### src/rtl/axi_pkg.sv
// axi_pkg: shared AXI types and constants for the interconnect.
package axi_pkg;
    localparam int LEN_W = 8;
    typedef enum logic [1:0] {BURST_FIXED, BURST_INCR, BURST_WRAP} burst_t;
    typedef enum logic [1:0] {RESP_OKAY, RESP_EXOKAY, RESP_SLVERR, RESP_DECERR} resp_t;
    typedef enum logic [1:0] {IDLE, ADDR, DATA} rd_mux_state_t;
endpackage

### src/rtl/axi_ar_reg.sv
// axi_ar_reg: AR payload capture register with load enable.
module axi_ar_reg #(
    parameter int W = 49
) (
    input  logic         ACLK,
    input  logic         ARESETn,
    input  logic         load,
    input  logic [W-1:0] d,
    output logic [W-1:0] q
);
    always_ff @(posedge ACLK or negedge ARESETn)
        if (!ARESETn) q <= '0;
        else if (load) q <= d;
endmodule

### src/rtl/axi_mux_r.sv
// axi_mux_r: two-master read-channel mux; registers the granted AR and
// routes the R burst back to its owner until RLAST.
module axi_mux_r
    import axi_pkg::*;
#(
    parameter int ID_WIDTH   = 4,
    parameter int ADDR_WIDTH = 32,
    parameter int DATA_WIDTH = 32
) (
    input  logic                  ACLK,
    input  logic                  ARESETn,
    input  logic                  m0_rgrnt,
    input  logic                  m1_rgrnt,
    input  logic [ID_WIDTH-1:0]   m0_ARID,
    input  logic [ADDR_WIDTH-1:0] m0_ARADDR,
    input  logic [LEN_W-1:0]      m0_ARLEN,
    input  logic [2:0]            m0_ARSIZE,
    input  logic [1:0]            m0_ARBURST,
    input  logic                  m0_ARVALID,
    output logic                  m0_ARREADY,
    output logic [ID_WIDTH-1:0]   m0_RID,
    output logic [DATA_WIDTH-1:0] m0_RDATA,
    output logic [1:0]            m0_RRESP,
    output logic                  m0_RLAST,
    output logic                  m0_RVALID,
    input  logic                  m0_RREADY,
    input  logic [ID_WIDTH-1:0]   m1_ARID,
    input  logic [ADDR_WIDTH-1:0] m1_ARADDR,
    input  logic [LEN_W-1:0]      m1_ARLEN,
    input  logic [2:0]            m1_ARSIZE,
    input  logic [1:0]            m1_ARBURST,
    input  logic                  m1_ARVALID,
    output logic                  m1_ARREADY,
    output logic [ID_WIDTH-1:0]   m1_RID,
    output logic [DATA_WIDTH-1:0] m1_RDATA,
    output logic [1:0]            m1_RRESP,
    output logic                  m1_RLAST,
    output logic                  m1_RVALID,
    input  logic                  m1_RREADY,
    output logic [ID_WIDTH-1:0]   s_ARID,
    output logic [ADDR_WIDTH-1:0] s_ARADDR,
    output logic [LEN_W-1:0]      s_ARLEN,
    output logic [2:0]            s_ARSIZE,
    output logic [1:0]            s_ARBURST,
    output logic                  s_ARVALID,
    input  logic                  s_ARREADY,
    input  logic [ID_WIDTH-1:0]   s_RID,
    input  logic [DATA_WIDTH-1:0] s_RDATA,
    input  logic [1:0]            s_RRESP,
    input  logic                  s_RLAST,
    input  logic                  s_RVALID,
    output logic                  s_RREADY,
    output logic                  m_RVALID,
    output logic                  m_RLAST,
    output logic                  owner,
    output logic                  burst_err
);
    localparam int W = ID_WIDTH + ADDR_WIDTH + LEN_W + 5;
    rd_mux_state_t    state, state_nxt;
    logic [LEN_W-1:0] beats_left, beats_nxt;
    logic             owner_nxt, err_nxt, load, sel, to_m0, to_m1;
    logic [W-1:0]     ar_d, ar_q;
    assign sel  = !m0_rgrnt;
    assign ar_d = sel ? {m1_ARID, m1_ARADDR, m1_ARLEN, m1_ARSIZE, m1_ARBURST}
                      : {m0_ARID, m0_ARADDR, m0_ARLEN, m0_ARSIZE, m0_ARBURST};
    assign {s_ARID, s_ARADDR, s_ARLEN, s_ARSIZE, s_ARBURST} = ar_q;
    axi_ar_reg #(.W(W)) u_ar_reg (
        .ACLK(ACLK), .ARESETn(ARESETn), .load(load), .d(ar_d), .q(ar_q)
    );
    always_ff @(posedge ACLK or negedge ARESETn)
        if (!ARESETn) begin
            state      <= IDLE;
            owner      <= 1'b0;
            beats_left <= '0;
            burst_err  <= 1'b0;
        end else begin
            state      <= state_nxt;
            owner      <= owner_nxt;
            beats_left <= beats_nxt;
            burst_err  <= err_nxt;
        end
    // Reset gates ARREADY too, since IDLE is the reset state and grants may be live.
    always_comb begin
        state_nxt  = state;
        owner_nxt  = owner;
        beats_nxt  = beats_left;
        err_nxt    = burst_err;
        load       = 1'b0;
        m0_ARREADY = 1'b0;
        m1_ARREADY = 1'b0;
        s_ARVALID  = 1'b0;
        s_RREADY   = 1'b0;
        case (state)
            IDLE: begin
                m0_ARREADY = ARESETn && m0_rgrnt;
                m1_ARREADY = ARESETn && !m0_rgrnt && m1_rgrnt;
                if ((m0_ARREADY && m0_ARVALID) || (m1_ARREADY && m1_ARVALID)) begin
                    load      = 1'b1;
                    owner_nxt = sel;
                    beats_nxt = sel ? m1_ARLEN : m0_ARLEN;
                    state_nxt = ADDR;
                end
            end
            ADDR: begin
                s_ARVALID = 1'b1;
                if (s_ARREADY) state_nxt = DATA;
            end
            DATA: begin
                s_RREADY = owner ? m1_RREADY : m0_RREADY;
                if (s_RVALID && s_RREADY) begin
                    if (s_RLAST) begin
                        state_nxt = IDLE;
                        err_nxt   = burst_err || (beats_left != '0);
                    end else if (beats_left == '0) err_nxt = 1'b1;
                    else beats_nxt = beats_left - 1'b1;
                end
            end
            default: state_nxt = IDLE;
        endcase
    end
    assign to_m0     = (state == DATA) && !owner;
    assign to_m1     = (state == DATA) && owner;
    assign m0_RVALID = to_m0 && s_RVALID;
    assign m0_RID    = to_m0 ? s_RID : '0;
    assign m0_RDATA  = to_m0 ? s_RDATA : '0;
    assign m0_RRESP  = to_m0 ? s_RRESP : '0;
    assign m0_RLAST  = to_m0 && s_RLAST;
    assign m1_RVALID = to_m1 && s_RVALID;
    assign m1_RID    = to_m1 ? s_RID : '0;
    assign m1_RDATA  = to_m1 ? s_RDATA : '0;
    assign m1_RRESP  = to_m1 ? s_RRESP : '0;
    assign m1_RLAST  = to_m1 && s_RLAST;
    assign m_RVALID  = ARESETn && s_RVALID;
    assign m_RLAST   = ARESETn && s_RLAST;
endmodule

### config.mk
export PLATFORM = sky130hd
export DESIGN_NAME = axi_mux_r
export DESIGN_NICKNAME = d
export VERILOG_FILES = /design/src/rtl/axi_pkg.sv /design/src/rtl/axi_ar_reg.sv /design/src/rtl/axi_mux_r.sv
export SDC_FILE = /design/constraint.sdc
export NUM_CORES = 1
export LEC_CHECK = 0
export ABC_AREA = 1
export CORE_AREA = 2 2 109 111
export DETAILED_ROUTE_END_ITERATION = 7
export DIE_AREA = 0 0 111 113
export PLACE_DENSITY = 0.86
export SYNTH_ARGS = -nofsm -noshare
export SYNTH_HDL_FRONTEND = slang
export SYNTH_SLANG_ARGS = --single-unit
### constraint.sdc
create_clock -name ACLK -period 3.7 [get_ports ACLK]
set_input_delay 0.74 -clock ACLK [delete_from_list [all_inputs] [get_ports ACLK]]
set_output_delay 0.74 -clock ACLK [all_outputs]
set_load 0.005 [all_outputs]
# After elaboration in Yosys (flattened, before gate mapping)
# Cells that the tools add are included.
# op_classes
muxes	27
reduce_logical	27
add_sub_neg	1
n_eq_ne	8
# op_table
op	n
2-to-1 mux 32 bit	2
2-to-1 mux 49 bit	1
2-to-1 mux 8 bit	5
case mux 8 bit (2 select lines)	1
logical AND 1 bit	14
2-to-1 mux 2 bit	6
!= test 2 bit (second input constant)	6
2-to-1 mux 1 bit	9
zero test 8 bit	1
2-to-1 mux 4 bit	2
nonzero test 8 bit	1
subtractor 8 x 1 -> 8 bit (second input constant)	1
case mux 2 bit (3 select lines)	1
AND reduction 5 bit	1
AND reduction 4 bit	1
nonzero test 2 bit	2
AND reduction 3 bit	1
equality test 2 x 1 -> 1 bit (second input constant)	1
equality test 2 bit (second input constant)	1
zero test 1 bit	2
zero test 2 bit	1
logical OR 1 bit	2
AND reduction 2 bit	1
# totals
elab_cells	68
reg_bits	61

# Logic depth before layout (Yosys ltp)
# Gate-level depths: netlist (run 1).
# logic_depth
depth_word	7
mapped_depth	9
ltp_nobuf	9

# Modules after synthesis
# Synthesis (run 1) repeated with hierarchy kept, for this count alone.
# hier_totals
hier_cells	636
hier_area_um2	3937.5
# by_module_without_submodules
module	cells_per_inst	instances	area_per_inst_um2
axi_mux_r	428	1	2079.5
axi_ar_reg	208	1	1858.0

# Worst setup path after synthesis (run 1)
# OpenSTA, ideal clock, no wires.
# synth_path
path_type	in2out
startpoint	input port m0_rgrnt
endpoint	output port m0_ARREADY
path_stages	5
slack_ns	1.465
arrival_time_ns	1.495
cell_sequence	buf_4 > buf_4 > clkbuf_1 > nand2_1 > nor2_1
# synth_between
elab_chain_len	2
# synth_rtl
element	line	rtl
from (decl)	axi_mux_r.sv:12	input logic m0_rgrnt,
logical AND 1 bit	axi_mux_r.sv:95	m0_ARREADY = ARESETn && m0_rgrnt;
2-to-1 mux 1 bit	axi_mux_r.sv:93	case (state)
to (decl)	axi_mux_r.sv:20	output logic m0_ARREADY,
# Every way passes these cells.

# Worst setup path in the final report (run 1)
# layout_path
startpoint	register state[0]
endpoint	output port m1_RDATA[27]
# layout_between
elab_chain_len	3
# layout_rtl
element	line	rtl
from (decl)	axi_mux_r.sv:59	rd_mux_state_t state, state_nxt;
from (signal assigned)	axi_mux_r.sv:77	state <= state_nxt;
equality test 2 bit	axi_mux_r.sv:122	assign to_m1 = (state == DATA) && owner;
logical AND 1 bit	axi_mux_r.sv:122	
2-to-1 mux 32 bit	axi_mux_r.sv:130	assign m1_RDATA = to_m1 ? s_RDATA : '0;
to (decl)	axi_mux_r.sv:35	output logic [DATA_WIDTH-1:0] m1_RDATA,
# Every way passes these cells.

==> flow_summary.json, run 1 <==
{
  "power.leakage_nw": 3.05,
  "crit_chain": "nor2_2, buf_4, nand2_1, buf_4, nor2_1, clkdlybuf4s50_1",
  "post-cts-setup-buffers": 0,
  "pwr-share-seq": 0.298,
  "worstMarginPinSlew_ns": 0.657,
  "dp_hpwl_um": 11000,
  "antenna_left": 0,
  "worstPathMaxFanout": 40,
  "worstHoldPathType": "in2async",
  "critPathMaxStageDelay_ns": 0.52,
  "min_period_ns": 2.94,
  "die_y_um": 113,
  "slowest_stage": "clkdlybuf4s50_1",
  "wirelength_um": 13900,
  "synthesis.area_um2": 3580,
  "numPortBuffers": 283,
  "report.final.slew_viol_count": 0,
  "grt_antenna_before_repair": 3,
  "clock_latency_ns": 0.33,
  "seq_area_frac_synth": 0.426,
  "power.switching_w": 0.00137,
  "io_pins": 284,
  "clkTransAtPathRegs_ns": 0.06,
  "maxCapViolCount": 0,
  "clkPwrFrac": 0.205,
  "netlist_instances": 532,
  "first_iter_violations": 252,
  "coreArea_um2": 11300,
  "route.vias.total": 4366,
  "clockBufferDepth": 2,
  "grt_first_pass_wirelength_um": 21700,
  "place_congestion": 0.859,
  "arrival_ns": 2.20,
  "crit_top_cell": "buf_4",
  "ys_ff_latch": 61,
  "period_share": 0.795,
  "criticalPathCategory": "reg2out",
  "crit_family": "buffers and inverters",
  "syn_nets": 681,
  "combinationalPowerShare": 0.498,
  "synthTopCellsByArea": "dfrtp_1, nand2_1, nor2_1",
  "startpoint_type": "flop",
  "root_buffer": "clkbuf_16",
  "cts.sinks": 61,
  "status": "finished, final reports clean",
  "rsz0062_at_grt": "false",
  "relSlewSlack": 0.562,
  "die-area_um2": 12500,
  "setup_violations": 0,
  "synthToLayoutAreaGrowth_pct": 89.3,
  "first_pass_iters": 5,
  "synth_warnings": 0,
  "drc_errors": 0,
  "end_kind": "output port",
  "fin_nets": 953,
  "cts_htree_levels": 3,
  "hold_buffers": 0,
  "grt_pass1_vias": 4299,
  "grt-ovfl-total": 0,
  "drive_above_1_share": 0.0433,
  "hold_viol": 0,
  "routed_via_density": 4.58,
  "met3_length_um": 1160,
  "fp.dieW_um": 111,
  "cts_tree": "yes",
  "max_freq_mhz": 340,
  "p_int_w": 0.00266,
  "yosysUniqueCellTypes": 25,
  "top_layer": "met4",
  "synth_top_area_frac": 0.426,
  "power_density_nw_per_um2": 594,
  "finClkSkew_ns": 0.00938,
  "syn_area_per_cell_um2": 6.73,
  "cts_resized": 0,
  "start_util": 0.318,
  "cp_num_buf_inv": 3,
  "met1_length_um": 5390,
  "setup-tns-final_ns": 0,
  "yosys.area.top_type": "dfrtp_1",
  "peakVddDrop_uv": 358,
  "grt.total_usage": 0.221,
  "routed-wl-met2_um": 7000,
  "numCtsBuffers": 9,
  "hold_slack_ns": 0.259,
  "crit_required_ns": 2.96,
  "grt_max_degree": 64,
  "wl_per_cell_um": 14.5,
  "placementRows": 39,
  "p_sw_frac": 0.340
}
[cells in the mapped netlist]
library cell and instances:
o21ai_0 6, buf_4 9, dfrtp_1 61, mux2i_1 2
nand4_1 4, a21oi_1 2, buf_2 7, clkbuf_1 13
nand3_2 1, nor2_2 3, a31oi_1 47, o21ai_1 5
nand4_2 1, o21ai_2 1, nand2_1 152, nand3_1 10
buf_6 2, nor2_1 139, inv_2 1, nand2_2 2
ha_1 2, inv_1 58, o21bai_1 1, nand3b_1 1
nor3_1 2
[through the flow]
stage | power, W | setup WS [ns] | cell area, um^2 | utilization | cells
floorplan | 0.00200 | 1.47 | 3580 | - | 532
global placement | 0.00319 | 0.913 | 6480 | 0.575 | 936
detailed placement | 0.00323 | 0.906 | 6480 | 0.575 | 936
CTS | 0.00407 | 0.739 | 6770 | 0.601 | 951
global route | 0.00431 | 0.616 | 6770 | 0.601 | 951
finish | 0.00403 | 0.760 | 6780 | 0.601 | 954
[registers in the layout, indices dropped and copies added, names as in the netlist]
name and flops:
beats_left 8, u_ar_reg.q 49, burst_err 1, state 2
owner 1
[layout by cell type, fill, tap and decap left out, types with 2 or more instances in the layout]
| master | synthesis | layout |
|---|---|---|
| dfrtp_1 | 61 | 61 |
| buf_2 | 7 | 2 |
| clkbuf_16 | 0 | 9 |
| nand2_1 | 152 | 152 |
| clkdlybuf4s50_1 | 0 | 281 |
| a21oi_1 | 2 | 2 |
| clkinvlp_4 | 0 | 4 |
| nor2_1 | 139 | 139 |
| nor2_2 | 3 | 3 |
| mux2i_1 | 2 | 2 |
| inv_1 | 58 | 58 |
| nor3_1 | 2 | 2 |
| ha_1 | 2 | 2 |
| o21ai_0 | 6 | 6 |
| nand4_1 | 4 | 4 |
| o21ai_1 | 5 | 5 |
| diode_2 | 0 | 3 |
| nand3_1 | 10 | 10 |
| a31oi_1 | 47 | 47 |
| buf_4 | 9 | 9 |
[cell type report]
type | instances | area (um^2)
well taps | 143 | 179
clock inverters | 6 | 65.1
multi-input cells | 381 | 1660
fillers | 1000 | 4490
clock buffers | 9 | 225
repair buffers | 292 | 2890
inverters | 59 | 221
diodes | 3 | 7.51
flip-flops and latches | 61 | 1530
[cells by family after synthesis]
| logic type | Yosys count | synth area share |
|---|---|---|
| flip-flops | 61 | 0.426 |
| buffers and inverters | 90 | 0.110 |
| multiplexers | 2 | 0.00559 |
| AO/OA/AOI/OAI | 62 | 0.105 |
| AND/OR/NAND/NOR | 315 | 0.346 |
| adder cells (fa/ha/maj) | 2 | 0.00699 |
[power groups by stage]
stage / sequential [W] / combinational (W) / clock (W)
floorplan: 0.00120 / 0.000799 / 0
global placement: 0.00119 / 0.00199 / 0
detailed placement: 0.00121 / 0.00202 / 0
CTS: 0.00120 / 0.00203 / 0.000839
global route: 0.00124 / 0.00220 / 0.000866
finish: 0.00120 / 0.00200 / 0.000825
[final timing paths]
path / startpoint / to / slack [ns] / depth (start not counted)
max: state[0]$_DFFE_PN0P_ / m1_RDATA[27] / 0.76 / 6
min: ARESETn / owner$_DFFE_PN0P_ / 0.26 / 1
max reg2reg: state[0]$_DFFE_PN0P_ / u_ar_reg.q[27]$_DFFE_PN0P_ / 1.70 / 6
min reg2reg: burst_err$_DFFE_PN0P_ / burst_err$_DFFE_PN0P_ / 0.47 / 2
min in group ACLK: burst_err$_DFFE_PN0P_ / burst_err$_DFFE_PN0P_ / 0.47 / 2
max in group asynchronous: ARESETn / u_ar_reg.q[19]$_DFFE_PN0P_ / 2.59 / 2
[routing by layer]
metal,vias up,global-route usage
met4,0,0.0850
li1,2201,-
met1,1929,0.231
met5,-,0
met3,21,0.0825
met2,215,0.404
Note: power is estimated with default switching activity, not from simulation.
==> run 2, diff against run 1 <==
CORE_AREA = 2 2 113 115   (was 2 2 109 111)
DIE_AREA = 0 0 115 117   (was 0 0 111 113)
PLACE_DENSITY = 0.85   (was 0.86)
clock period = 2.7 ns   (was 3.7 ns; I/O delays follow)
==> flow_summary.json, run 2 (synthesis results as in run 1) <==
{
  "critPathMaxStageDelay_ns": 0.52,
  "drc_errors": 0,
  "hold_slack_ns": 0.272,
  "post-cts-setup-buffers": 0,
  "min_period_ns": 2.45,
  "power_density_nw_per_um2": 797,
  "status": "finished, final reports clean",
  "dp_hpwl_um": 11300,
  "rr_worst_depth": 9,
  "worstMarginPinSlew_ns": 0.650,
  "layout_common_cells": "clkdlybuf4s50_1, nand2_1, nor2_1",
  "worstPathMaxFanout": 40,
  "rsz0062_at_grt": "false",
  "grt.total_usage": 0.205,
  "nFillCells": 1137,
  "die-area_um2": 13500,
  "first_iter_violations": 110,
  "arrival_ns": 1.91,
  "clockBufferDepth": 2,
  "first_pass_iters": 4,
  "max_freq_mhz": 409,
  "grt_antenna_before_repair": 4,
  "cts_tree": "yes",
  "reg_top3": "u_ar_reg.q (49), beats_left (8), state (2)",
  "io_pins": 284,
  "fin_nets": 958,
  "cts_htree_levels": 3,
  "finClkSkew_ns": 0.00480,
  "relSlewSlack": 0.567,
  "routed_via_density": 4.53,
  "startpoint_type": "flop",
  "cp_num_buf_inv": 2,
  "drive_above_1_share": 0.0455,
  "grt-ovfl-total": 0,
  "crit_family": "buffers and inverters",
  "report.final.slew_viol_count": 0,
  "period_share": 0.906,
  "power.leakage_nw": 3.08,
  "end_kind": "output port",
  "peakVddDrop_uv": 519,
  "place_congestion": 0.856,
  "total_power_w": 0.00543,
  "criticalPathCategory": "reg2out",
  "numPortBuffers": 283,
  "placementRows": 41,
  "coreArea_um2": 12300,
  "route.vias.total": 4369,
  "slowest_stage": "clkdlybuf4s50_1",
  "die_y_um": 117,
  "grt_max_degree": 50,
  "largest_register_ffs": 49,
  "root_buffer": "clkbuf_16",
  "path_depth": 5,
  "setup_violations": 0,
  "start_util": 0.291,
  "grt_pass1_vias": 4095,
  "fp.dieW_um": 115,
  "clkTransAtPathRegs_ns": 0.05,
  "top_register": "u_ar_reg.q",
  "wl_per_cell_um": 14.3,
  "synthToLayoutAreaGrowth_pct": 90.3,
  "setup-tns-final_ns": 0,
  "cts_resized": 0,
  "antenna_left": 0,
  "clock_latency_ns": 0.32,
  "hold_viol": 0,
  "cts.sinks": 61,
  "postLayoutCoreUtil": 0.554,
  "crit_chain": "nor2_2, nand2_1, buf_4, nor2_1, clkdlybuf4s50_1",
  "grt_first_pass_wirelength_um": 21000,
  "hold_buffers": 0,
  "wirelength_um": 13800,
  "maxCapViolCount": 0,
  "final_common_cell": "clkdlybuf4s50_1",
  "numCtsBuffers": 9,
  "crit_required_ns": 2.16,
  "worstHoldPathType": "in2async"
}
[run 2: cell types whose count changed in the layout (fill, tap and decap cells not counted), sizes merged]
cell	before	now
buf	11	16
diode	3	1
clkinv	1	2
bufinv	1	0
clkbuf	9	13
clkinvlp	4	0
[run 2: final timing paths]
kind                                               to  slack, ns                 startpoint
setup / recovery                         m1_RDATA[13]       0.25       state[0]$_DFFE_PN0P_
hold / removal                   state[1]$_DFFE_PN0P_       0.27                    ARESETn
setup reg to reg            beats_left[7]$_DFFE_PN0P_       1.02  beats_left[0]$_DFFE_PN0P_
hold reg to reg                 burst_err$_DFFE_PN0P_       0.47      burst_err$_DFFE_PN0P_
max in group asynchronous  u_ar_reg.q[23]$_DFFE_PN0P_       1.77                    ARESETn
min in group ACLK               burst_err$_DFFE_PN0P_       0.47      burst_err$_DFFE_PN0P_
[run 2: metrics by stage]
stage          std cells  worst slack [ns]  instance area (um^2)
2_1_floorplan        532             0.865                  3580
4_1_cts              963             0.217                  6810
3_5_place_dp         948             0.264                  6550
5_1_grt              963             0.153                  6810
3_3_place_gp         948             0.251                  6550
6_report             964             0.253                  6820
[run 2: final cells by class]
class | count | area (um^2) | share of cell area
sequential | 61 | 1530 | 0.224
clock inverter | 2 | 10.0 | 0.00147
timing repair buffer | 297 | 2950 | 0.433
antenna | 1 | 2.50 | 0.000367
tap | 150 | 188 | 0.0275
multi-input combinational | 381 | 1660 | 0.244
inverter | 59 | 221 | 0.0325
clock buffer | 13 | 250 | 0.0367
[run 2: power by group]
group / internal (W) / total (W) / switching, W
sequential: 0.00136 / 0.00164 / 0.000278
combinational: 0.00160 / 0.00278 / 0.00118
clock: 0.000637 / 0.00101 / 0.000374
total: 0.00359 / 0.00543 / 0.00183
[run 2: layer usage]
layer / up-vias / track usage / share of wire
met5: - / 0 / 0.0017
met4: 4 / 0.0586 / 0.013
met3: 18 / 0.0870 / 0.11
met2: 195 / 0.375 / 0.51
met1: 1937 / 0.215 / 0.37
li1: 2215 / - / -
==> run 3, diff against run 2 <==
SETUP_SLACK_MARGIN = 0.5   (was unset)
==> flow_summary.json, run 3 (synthesis results as in run 1) <==
{
  "fin_nets": 967,
  "die-area_um2": 13500,
  "placementRows": 41,
  "worstHoldPathType": "in2async",
  "min_period_ns": 2.35,
  "io_pins": 284,
  "nFillCells": 1117,
  "postPlaceCellArea_um2": 6550,
  "grt_first_pass_wirelength_um": 21200,
  "crit_family": "buffers and inverters",
  "wl_per_cell_um": 14.9,
  "worstMarginPinSlew_ns": 0.649,
  "postLayoutCoreUtil": 0.570,
  "coreArea_um2": 12300,
  "cts_htree_levels": 3,
  "end_kind": "output port",
  "clock_latency_ns": 0.32,
  "rsz0062_at_grt": "true",
  "clkTransAtPathRegs_ns": 0.05,
  "cts_tree": "yes",
  "grt_pass1_vias": 4125,
  "grt_max_degree": 50,
  "power_density_nw_per_um2": 792,
  "reg_top3": "u_ar_reg.q (49), beats_left (8), state (2)",
  "die_y_um": 117,
  "wirelength_um": 14500,
  "numCtsBuffers": 9,
  "top_register": "u_ar_reg.q",
  "grt_antenna_before_repair": 4,
  "grt.total_usage": 0.207,
  "period_share": 0.872,
  "crit_required_ns": 2.16,
  "slowest_stage": "clkdlybuf4s50_1",
  "report.final.slew_viol_count": 0,
  "fp.dieW_um": 115,
  "status": "finished, final reports clean",
  "hold_viol": 0,
  "grt-ovfl-total": 0,
  "maxCapViolCount": 0,
  "criticalPathCategory": "reg2out",
  "worstPathMaxFanout": 10,
  "dp_hpwl_um": 11300,
  "setup-tns-final_ns": 0,
  "critPathMaxStageDelay_ns": 0.52,
  "power.leakage_nw": 3.77,
  "clockBufferDepth": 2,
  "crit_chain": "nor2_4, nand2_4, clkbuf_16, nor2_1, clkdlybuf4s50_1",
  "synthToLayoutAreaGrowth_pct": 95.8,
  "finClkSkew_ns": 0.00496,
  "route.vias.total": 4429,
  "largest_register_ffs": 49,
  "root_buffer": "clkbuf_16",
  "peakVddDrop_uv": 517,
  "layout_common_cells": "clkdlybuf4s50_1, nand2_1, nor2_1",
  "cts.sinks": 61,
  "drc_errors": 0,
  "first_pass_iters": 4,
  "cp_num_buf_inv": 2,
  "start_util": 0.291,
  "routed_via_density": 4.55,
  "stdcell_area_um2": 7010,
  "setup_violations": 0,
  "relSlewSlack": 0.567,
  "final_common_cell": "clkdlybuf4s50_1",
  "startpoint_type": "flop",
  "arrival_ns": 1.81,
  "antenna_left": 0,
  "place_congestion": 0.856,
  "numPortBuffers": 283,
  "drive_above_1_share": 0.0730,
  "max_freq_mhz": 425,
  "first_iter_violations": 125
}
-- run 3: cell count changes in the layout (fill, tap and decap cells not counted), moves of 4 or more --
cell	previous run	this run
clkdlybuf4s50_1	281	225
dlymetal6s2s_1	0	31
dlygate4sd2_1	0	12
clkdlybuf4s15_1	0	8
buf_4	12	16
clkbuf_2	0	4
inv_1	58	54
-- run 3: routing by layer --
layer / GRT usage / routed length (um)
met5: 0 / 23
met4: 0.0586 / 191
met3: 0.0870 / 1440
met2: 0.382 / 7530
met1: 0.214 / 5300
-- run 3: final timing paths --
kind	from	end	slack (ns)	depth (start not counted)
setup / recovery	state[0]$_DFFE_PN0P_	m1_RLAST	0.35	5
hold / removal	ARESETn	u_ar_reg.q[11]$_DFFE_PN0P_	0.28	2
setup reg to reg	state[1]$_DFFE_PN0P_	beats_left[7]$_DFFE_PN0P_	0.93	11
hold reg to reg	burst_err$_DFFE_PN0P_	burst_err$_DFFE_PN0P_	0.47	2
max in group asynchronous	ARESETn	u_ar_reg.q[23]$_DFFE_PN0P_	1.77	2
min in group ACLK	burst_err$_DFFE_PN0P_	burst_err$_DFFE_PN0P_	0.47	2
-- run 3: worst register-to-register path, delay by kind of cell (launching register included) --
family	cells	cell delay (ns)
flops	1	0.39
buf+inv	5	0.66
simple gates	6	0.60
-- run 3: layout make-up --
| class | instances | area [um^2] | share of cell area |
|---|---|---|---|
| timing repair buffer | 306 | 3120 | 0.445 |
| clock buffer | 13 | 250 | 0.0357 |
| tap | 150 | 188 | 0.0268 |
| antenna | 1 | 2.50 | 0.000357 |
| multi-input combinational | 381 | 1690 | 0.240 |
| sequential | 61 | 1530 | 0.218 |
| clock inverter | 2 | 10.0 | 0.00143 |
| inverter | 59 | 225 | 0.0321 |
-- run 3: what timing repair did --
| item | 4_1_cts | 5_1_grt |
|---|---|---|
| gates cloned | 1 | 2 |
| hold buffers | 0 | 0 |
| gates resized for setup | 36 | 57 |
| setup endpoints to repair | 85 | 81 |
| buffers inserted | 1 | 5 |
| pin swaps | 1 | 1 |
-- run 3: metrics by stage --
step	setup slack [ns]	total power [W]	std cells	hold slack, ns
finish	0.345	0.00556	973	0.276
global route	0.292	0.00600	972	0.296
global placement	0.251	0.00440	948	0.452
CTS	0.317	0.00556	965	0.274
floorplan	0.865	0.00274	532	0.244
detailed placement	0.264	0.00446	948	0.471
-- run 3: power by group --
part / total (W) / switching (W) / leakage [nW] / internal, W
clock network: 0.00101 / 0.000372 / 0.129 / 0.000637
registers: 0.00164 / 0.000286 / 0.690 / 0.00136
logic: 0.00290 / 0.00124 / 2.96 / 0.00166
